<file path="src/rtl/ucsbece154b_perf_monitor_if.sv">
// Control, sampled pipeline signals and readout of the performance monitor.
// master drives the pipeline side; slave is the monitor itself.
interface ucsbece154b_perf_monitor_if #(
   parameter int LANES = 2,
   parameter int CNT_W = 32
);
   logic                  enable;
   logic                  clear;
   logic [LANES*32-1:0]   instrF;
   logic [LANES*32-1:0]   pcF;
   logic [LANES*32-1:0]   instrD;
   logic [LANES*7-1:0]    opE;
   logic [LANES-1:0]      mispredictE;
   logic [LANES-1:0]      takenF;
   logic [2:0]            rd_sel;
   logic [CNT_W-1:0]      rd_data;
   logic [1:0]            state;
   logic                  done;
   logic                  timeout;

   modport master (
      output enable, clear, instrF, pcF, instrD,
      output opE, mispredictE, takenF, rd_sel,
      input  rd_data, state, done, timeout
   );

   modport slave (
      input  enable, clear, instrF, pcF, instrD,
      input  opE, mispredictE, takenF, rd_sel,
      output rd_data, state, done, timeout
   );
endinterface

</file>
<file path="src/rtl/ucsbece154b_perf_monitor.sv">
// Multi-lane pipeline performance monitor: saturating event counters,
// idle-loop halt detection, cycle-budget timeout and registered readout.
module ucsbece154b_perf_monitor #(
   parameter int          LANES      = 2,
   parameter int          CNT_W      = 32,
   parameter int          MAX_CYCLES = 500,
   parameter logic [31:0] NOP        = 32'h00000013
) (
   input logic clk,
   input logic reset,
   ucsbece154b_perf_monitor_if.slave bus
);

   localparam logic [6:0] OP_BR   = 7'b1100011;
   localparam logic [6:0] OP_JAL  = 7'b1101111;
   localparam logic [6:0] OP_JALR = 7'b1100111;
   localparam int         CW      = (CNT_W > 32) ? CNT_W : 32;

   typedef enum logic [1:0] {
      IDLE   = 2'd0,
      RUN    = 2'd1,
      HALTED = 2'd2
   } state_t;

   state_t               state_q;
   logic                 done_q;
   logic                 timeout_q;
   logic                 prev_valid;
   logic [LANES*32-1:0]  prev_pc;
   logic [CNT_W-1:0]     cyc_q, ins_q, br_q, brm_q, jmp_q, jmpm_q;
   logic [CNT_W-1:0]     rd_q, rd_nx, cyc_nx;
   logic [2:0]           n_ins, n_br, n_brm, n_jmp, n_jmpm;
   logic                 all_nop, halt, to_hit;

   function automatic logic [CNT_W-1:0] sat_add(
      input logic [CNT_W-1:0] a,
      input logic [2:0]       b
   );
      logic [CNT_W+2:0] s;
      s = (CNT_W+3)'(a) + (CNT_W+3)'(b);
      if (s > (CNT_W+3)'({CNT_W{1'b1}}))
         return {CNT_W{1'b1}};
      return s[CNT_W-1:0];
   endfunction

   // Per-lane event tallies, summed so every lane lands in the same cycle.
   always_comb begin
      n_ins   = 3'd0;
      n_br    = 3'd0;
      n_brm   = 3'd0;
      n_jmp   = 3'd0;
      n_jmpm  = 3'd0;
      all_nop = 1'b1;
      for (int l = 0; l < LANES; l++) begin
         if (bus.instrD[l*32 +: 32] != 32'd0 &&
             bus.instrD[l*32 +: 32] != NOP)
            n_ins = n_ins + 3'd1;
         if (bus.opE[l*7 +: 7] == OP_BR) begin
            n_br = n_br + 3'd1;
            if (bus.mispredictE[l])
               n_brm = n_brm + 3'd1;
         end
         if (bus.opE[l*7 +: 7] == OP_JAL ||
             bus.opE[l*7 +: 7] == OP_JALR) begin
            n_jmp = n_jmp + 3'd1;
            if (!bus.takenF[l])
               n_jmpm = n_jmpm + 3'd1;
         end
         if (bus.instrF[l*32 +: 32] != NOP)
            all_nop = 1'b0;
      end
   end

   // A core spinning on NOPs at a fixed PC has finished its program.
   assign halt   = prev_valid & all_nop & (bus.pcF == prev_pc);
   assign cyc_nx = sat_add(cyc_q, 3'd1);
   assign to_hit = CW'(cyc_nx) == CW'(MAX_CYCLES);

   always_comb begin
      rd_nx = '0;
      case (bus.rd_sel)
         3'd0:    rd_nx = cyc_q;
         3'd1:    rd_nx = ins_q;
         3'd2:    rd_nx = br_q;
         3'd3:    rd_nx = brm_q;
         3'd4:    rd_nx = jmp_q;
         3'd5:    rd_nx = jmpm_q;
         default: rd_nx = '0;
      endcase
   end

   always_ff @(posedge clk) begin
      if (reset || bus.clear) begin
         state_q    <= IDLE;
         done_q     <= 1'b0;
         timeout_q  <= 1'b0;
         prev_valid <= 1'b0;
         prev_pc    <= '0;
         cyc_q      <= '0;
         ins_q      <= '0;
         br_q       <= '0;
         brm_q      <= '0;
         jmp_q      <= '0;
         jmpm_q     <= '0;
         rd_q       <= '0;
      end else begin
         rd_q <= rd_nx;
         unique case (state_q)
            IDLE: begin
               if (bus.enable)
                  state_q <= RUN;
            end
            RUN: begin
               cyc_q      <= cyc_nx;
               br_q       <= sat_add(br_q, n_br);
               brm_q      <= sat_add(brm_q, n_brm);
               jmp_q      <= sat_add(jmp_q, n_jmp);
               jmpm_q     <= sat_add(jmpm_q, n_jmpm);
               prev_pc    <= bus.pcF;
               prev_valid <= 1'b1;
               if (!halt)
                  ins_q <= sat_add(ins_q, n_ins);
               // Halt outranks a coincident budget expiry.
               if (halt) begin
                  state_q <= HALTED;
                  done_q  <= 1'b1;
               end else if (to_hit) begin
                  state_q   <= HALTED;
                  done_q    <= 1'b1;
                  timeout_q <= 1'b1;
               end
            end
            default: begin
            end
         endcase
      end
   end

   assign bus.rd_data = rd_q;
   assign bus.state   = state_q;
   assign bus.done    = done_q;
   assign bus.timeout = timeout_q;

endmodule

</file>
<file path="src/flat_wrapper.sv">
// flat-port wrapper written by rule: the top's interface ports become plain ports
module ucsbece154b_perf_monitor_flat 
#(
   parameter int          LANES      = 2,
   parameter int          CNT_W      = 32,
   parameter int          MAX_CYCLES = 500,
   parameter logic [31:0] NOP        = 32'h00000013
)
  (clk, reset, bus_enable, bus_clear, bus_instrF, bus_pcF, bus_instrD, bus_opE, bus_mispredictE, bus_takenF, bus_rd_sel, bus_rd_data, bus_state, bus_done, bus_timeout);
  ucsbece154b_perf_monitor_if #(.LANES(LANES), .CNT_W(CNT_W)) bus_i ();
  input logic clk;
  input logic reset;
  input wire logic [$bits(bus_i.enable)-1:0] bus_enable;
  input wire logic [$bits(bus_i.clear)-1:0] bus_clear;
  input wire logic [$bits(bus_i.instrF)-1:0] bus_instrF;
  input wire logic [$bits(bus_i.pcF)-1:0] bus_pcF;
  input wire logic [$bits(bus_i.instrD)-1:0] bus_instrD;
  input wire logic [$bits(bus_i.opE)-1:0] bus_opE;
  input wire logic [$bits(bus_i.mispredictE)-1:0] bus_mispredictE;
  input wire logic [$bits(bus_i.takenF)-1:0] bus_takenF;
  input wire logic [$bits(bus_i.rd_sel)-1:0] bus_rd_sel;
  output wire logic [$bits(bus_i.rd_data)-1:0] bus_rd_data;
  output wire logic [$bits(bus_i.state)-1:0] bus_state;
  output wire logic [$bits(bus_i.done)-1:0] bus_done;
  output wire logic [$bits(bus_i.timeout)-1:0] bus_timeout;
  assign bus_i.enable = bus_enable;
  assign bus_i.clear = bus_clear;
  assign bus_i.instrF = bus_instrF;
  assign bus_i.pcF = bus_pcF;
  assign bus_i.instrD = bus_instrD;
  assign bus_i.opE = bus_opE;
  assign bus_i.mispredictE = bus_mispredictE;
  assign bus_i.takenF = bus_takenF;
  assign bus_i.rd_sel = bus_rd_sel;
  assign bus_rd_data = bus_i.rd_data;
  assign bus_state = bus_i.state;
  assign bus_done = bus_i.done;
  assign bus_timeout = bus_i.timeout;
  ucsbece154b_perf_monitor #(.LANES(LANES), .CNT_W(CNT_W), .MAX_CYCLES(MAX_CYCLES), .NOP(NOP)) u_core (.clk(clk), .reset(reset), .bus(bus_i));
endmodule
</file>
<file path="config.mk">
export PLATFORM = sky130hd
export DESIGN_NAME = ucsbece154b_perf_monitor_flat
export DESIGN_NICKNAME = d
export VERILOG_FILES = /design/src/rtl/ucsbece154b_perf_monitor_if.sv /design/src/rtl/ucsbece154b_perf_monitor.sv /design/src/flat_wrapper.sv
export SDC_FILE = /design/constraint.sdc
export NUM_CORES = 1
export LEC_CHECK = 0
export CAP_MARGIN = 20
export CORE_MARGIN = 8
export CORE_UTILIZATION = 50
export DETAILED_ROUTE_END_ITERATION = 16
export GPL_ROUTABILITY_DRIVEN = 0
export PLACE_DENSITY = 0.75
export SKIP_LAST_GASP = 1
export SYNTH_ARGS = -nofsm -noshare
export SYNTH_HDL_FRONTEND = slang
export SYNTH_SLANG_ARGS = --single-unit
</file>
<file path="constraint.sdc">
create_clock -name clk -period 7.6 [get_ports clk]
set_clock_uncertainty 0.05 [all_clocks]
set_input_delay 1.52 -clock clk [delete_from_list [all_inputs] [get_ports clk]]
set_output_delay 1.52 -clock clk [all_outputs]
set_load 0.01 [all_outputs]
</file>
==> out/metrics.csv <==
stage,metric,value,unit
critical_path,path_cells,"clkdlybuf4s50_1, nor2b_1, nand4_1, nor3_1, and2_1, ha_1, mux2_2, ha_1, fa_1, nand4_1, nor4_1, nand2b_1, or2_2, nand2_1, mux2i_1, nor2_1",
clock_tree,clk_pin_slew,60,ps
floorplan,coreArea,0.0307,sq mm
detailed_routing,wl_per_cell,20.2,um
floorplan,die_w,193,um
floorplan,io_pins,253,
detailed_routing,drtAntennaViolNets,0,
critical_path,crit_family,simple AND/OR/NAND/NOR gates,
synthesis,synth-seq-area-share,0.375,
clock_tree,cts_tree,done,
timing,rsz0062_at_grt,false,
clock_tree,clk_latency,570,ps
final_layout,layout-drive-gt1-share,0.0592,
global_routing,grt-ovfl-total,0,
synthesis,synthCells,1930,
critical_path,worstSetupPathType,in -> reg,
timing,drv_slew,0,
floorplan,die_h,193,um
critical_path,cp_slowest_cell,nor4_1,
critical_path,slowest_delay,790,ps
clock_tree,cts_buffer_depth,3,
synthesis,synth_top_area_share,0.375,
timing,fin_crit,5190,ps
detailed_routing,drtIter0Drc,1710,
final_layout,final_area,0.0194,sq mm
placement,hpwl,37.8,mm
synthesis,synth_most_common_cell,dfxtp_1,
timing,worst_slew_pin_slew,932,ps
floorplan,start_util,0.510,
floorplan,die_area,0.0372,sq mm
placement,dp.cells,2468,
flow_run,drv_cap,0,
critical_path,reg2reg_setup_slack,3880,ps
final_layout,final-instance-count-excl-fill,2526,
final_layout,syn2layout_area_growth,23.8,%
floorplan,fp-row-count,64,
timing,final-hold-violation-count,0,
critical_path,cp-start-kind,primary input,
critical_path,reg2reg_depth,9,
critical_path,critPathCaptureType,flop,
placement,portBuffers,252,
synthesis,synth.top_cells.by_count,"dfxtp_1, nand2_1, a21oi_1",
global_routing,grt_max_degree,84,
worst_hold_path,hold_path_depth,2,
synthesis,async_reset_ff_frac,0,
detailed_routing,vias_per_cell,6.15,
synthesis,synth_area,0.0156,sq mm
synthesis,synth_edf_count,0,
synthesis,synth_seq_cells,293,
detailed_routing,routed_wl,51.0,mm
global_routing,grt_usage,0.266,
clock_tree,postCtsResizedCells,0,
global_routing,grt_antenna_before_repair,7,
synthesis,ys_warn_count,0,
synthesis,syn-num-nets,2169,
detailed_routing,drc,0,
power,leakagePower,6.04,nW
detailed_routing,vias,15500,
clock_tree,cts_setup_buffers,0,
critical_path,cp.required,8040,ps
final_layout,final_nets,2346,
clock_tree,cts_made_buffers,31,
final_layout,antenna_cells,0,
critical_path,crit_buf_inv,1,
clock_tree,ctsHoldBuffers,0,
worst_hold_path,hold_start,u_core.prev_pc[27]$_SDFFE_PP0P_,
critical_path,r2r-start,u_core.cyc_q[0]$_SDFFE_PP0P_,
synthesis,synth_top_area_cell,dfxtp_1,
timing,timing.hold.ws,404,ps
worst_hold_path,hold_class,reg -> reg,
placement,placed_area,0.0183,sq mm
timing,fin_tns_setup,0,ps
power,vdd_drop_max,0.000168,V
clock_tree,htreeDepth,1,
clock_tree,root_buffer,clkbuf_16,
worst_hold_path,hold_end,u_core.prev_pc[27]$_SDFFE_PP0P_,
critical_path,critPathArrivalTime,5630,ps
synthesis,syn_avg_cell_area,8.10,sq um
synthesis,synthTopCellsByArea,"dfxtp_1, a21oi_1, nand2_1",
outcome,outcome,finished clean,
power,power.density,175,mW/mm^2
synthesis,synth_top_flop_cell,dfxtp_1,
critical_path,worstReg2RegEnd,u_core.bus.state[0]$_SDFFE_PP0P_,
global_routing,grt_pass1_wl,80.1,mm
timing,max_freq,193,MHz
global_routing,grt_pass1_vias,14800,
timing,post-route-period-util,0.683,
synthesis,ys_types,72,
clock_tree,cts_num_sinks,293,
detailed_routing,first_pass_iters,5,
timing,slew_headroom,0.370,
timing,setup_viol,0,
critical_path,critPathMaxFanout,27,
## cell usage in the layout, fill, tap and decap left out, drive strengths merged, types with 33 or more instances in the layout
master / count
a21oi: 221
a22oi: 96
a31oi: 54
and3: 35
clkbuf: 41
clkdlybuf4s50: 252
dfxtp: 293
inv: 37
nand2: 251
nand2b: 33
nand3: 88
nand4: 69
nor2: 96
nor3: 65
nor4: 61
o21ai: 34
xnor2: 99
xor2: 84
## cell type report
type,instances,area [sq um]
clock buffers,41,873
clock inverters,15,183
fillers,2597,11300
inverters,37,139
multi-input cells,1476,9140
flip-flops and latches,293,5870
well taps,396,495
repair buffers,268,2650
## kinds of logic after synthesis
family,count (synthesis),synth area share
AND/OR/NAND/NOR,793,0.263
AO/OA/AOI/OAI,468,0.189
flip-flops,293,0.375
XOR/XNOR,183,0.103
buffers and inverters,161,0.0432
adder cells (fa/ha/maj),22,0.0200
multiplexers,10,0.00664
## worst max path at each step
stage               start                       endpoint  cells past startpoint
2_1_floorplan  bus_opE[8]   u_core.br_q[19]$_SDFFE_PP0P_                     17
3_3_place_gp   bus_opE[8]    u_core.br_q[0]$_SDFFE_PP0P_                     15
3_5_place_dp   bus_opE[8]   u_core.br_q[17]$_SDFFE_PP0P_                     15
4_1_cts        bus_opE[8]   u_core.br_q[10]$_SDFFE_PP0P_                     15
5_1_grt        bus_opE[8]   u_core.br_q[10]$_SDFFE_PP0P_                     16
6_report       bus_opE[6]  u_core.brm_q[29]$_SDFFE_PP0P_                     16
## routing by layer
| metal | GRT usage | share of wire | up-vias |
|---|---|---|---|
| met2 | 0.416 | 0.44 | 744 |
| met4 | 0.0861 | 0.034 | 12 |
| met3 | 0.0687 | 0.11 | 117 |
| met5 | 0 | 0.0014 | - |
| li1 | - | - | 7376 |
| met1 | 0.354 | 0.42 | 7281 |
## state kept, by name, summed over array words and instances, names as in the netlist
signal              cells
u_core.jmp_q           32
u_core.jmpm_q          32
u_core.cyc_q           32
u_core.br_q            32
u_core.bus.state        2
u_core.ins_q           32
u_core.bus.rd_data     32
u_core.brm_q           32
u_core.prev_valid       1
u_core.bus.done         1
u_core.prev_pc         64
u_core.bus.timeout      1
## worst register-to-register path, cell delays in order (launching register included)
cell,delay [ps]
dfxtp_1,610
ha_1,390
nand4_1,400
nor3_1,690
a21oi_1,190
nor4_1,260
o211a_1,190
nand4_1,100
or4_4,570
a21o_1,190
## power breakdown
| part | total (mW) | internal, mW | switching (mW) |
|---|---|---|---|
| Sequential | 1.56 | 1.54 | 0.0112 |
| Clock | 1.56 | 0.937 | 0.622 |
| Combinational | 0.270 | 0.139 | 0.131 |
## per-stage QoR
step | power [mW] | utilization | worst slack (ps)
2_1_floorplan | 1.69 | - | 2910
3_3_place_gp | 1.85 | 0.596 | 1680
5_1_grt | 3.49 | 0.631 | 2070
3_5_place_dp | 1.86 | 0.596 | 1480
4_1_cts | 3.40 | 0.630 | 1980
6_report | 3.38 | 0.631 | 2410
Note: power is estimated with default switching activity, not from simulation.
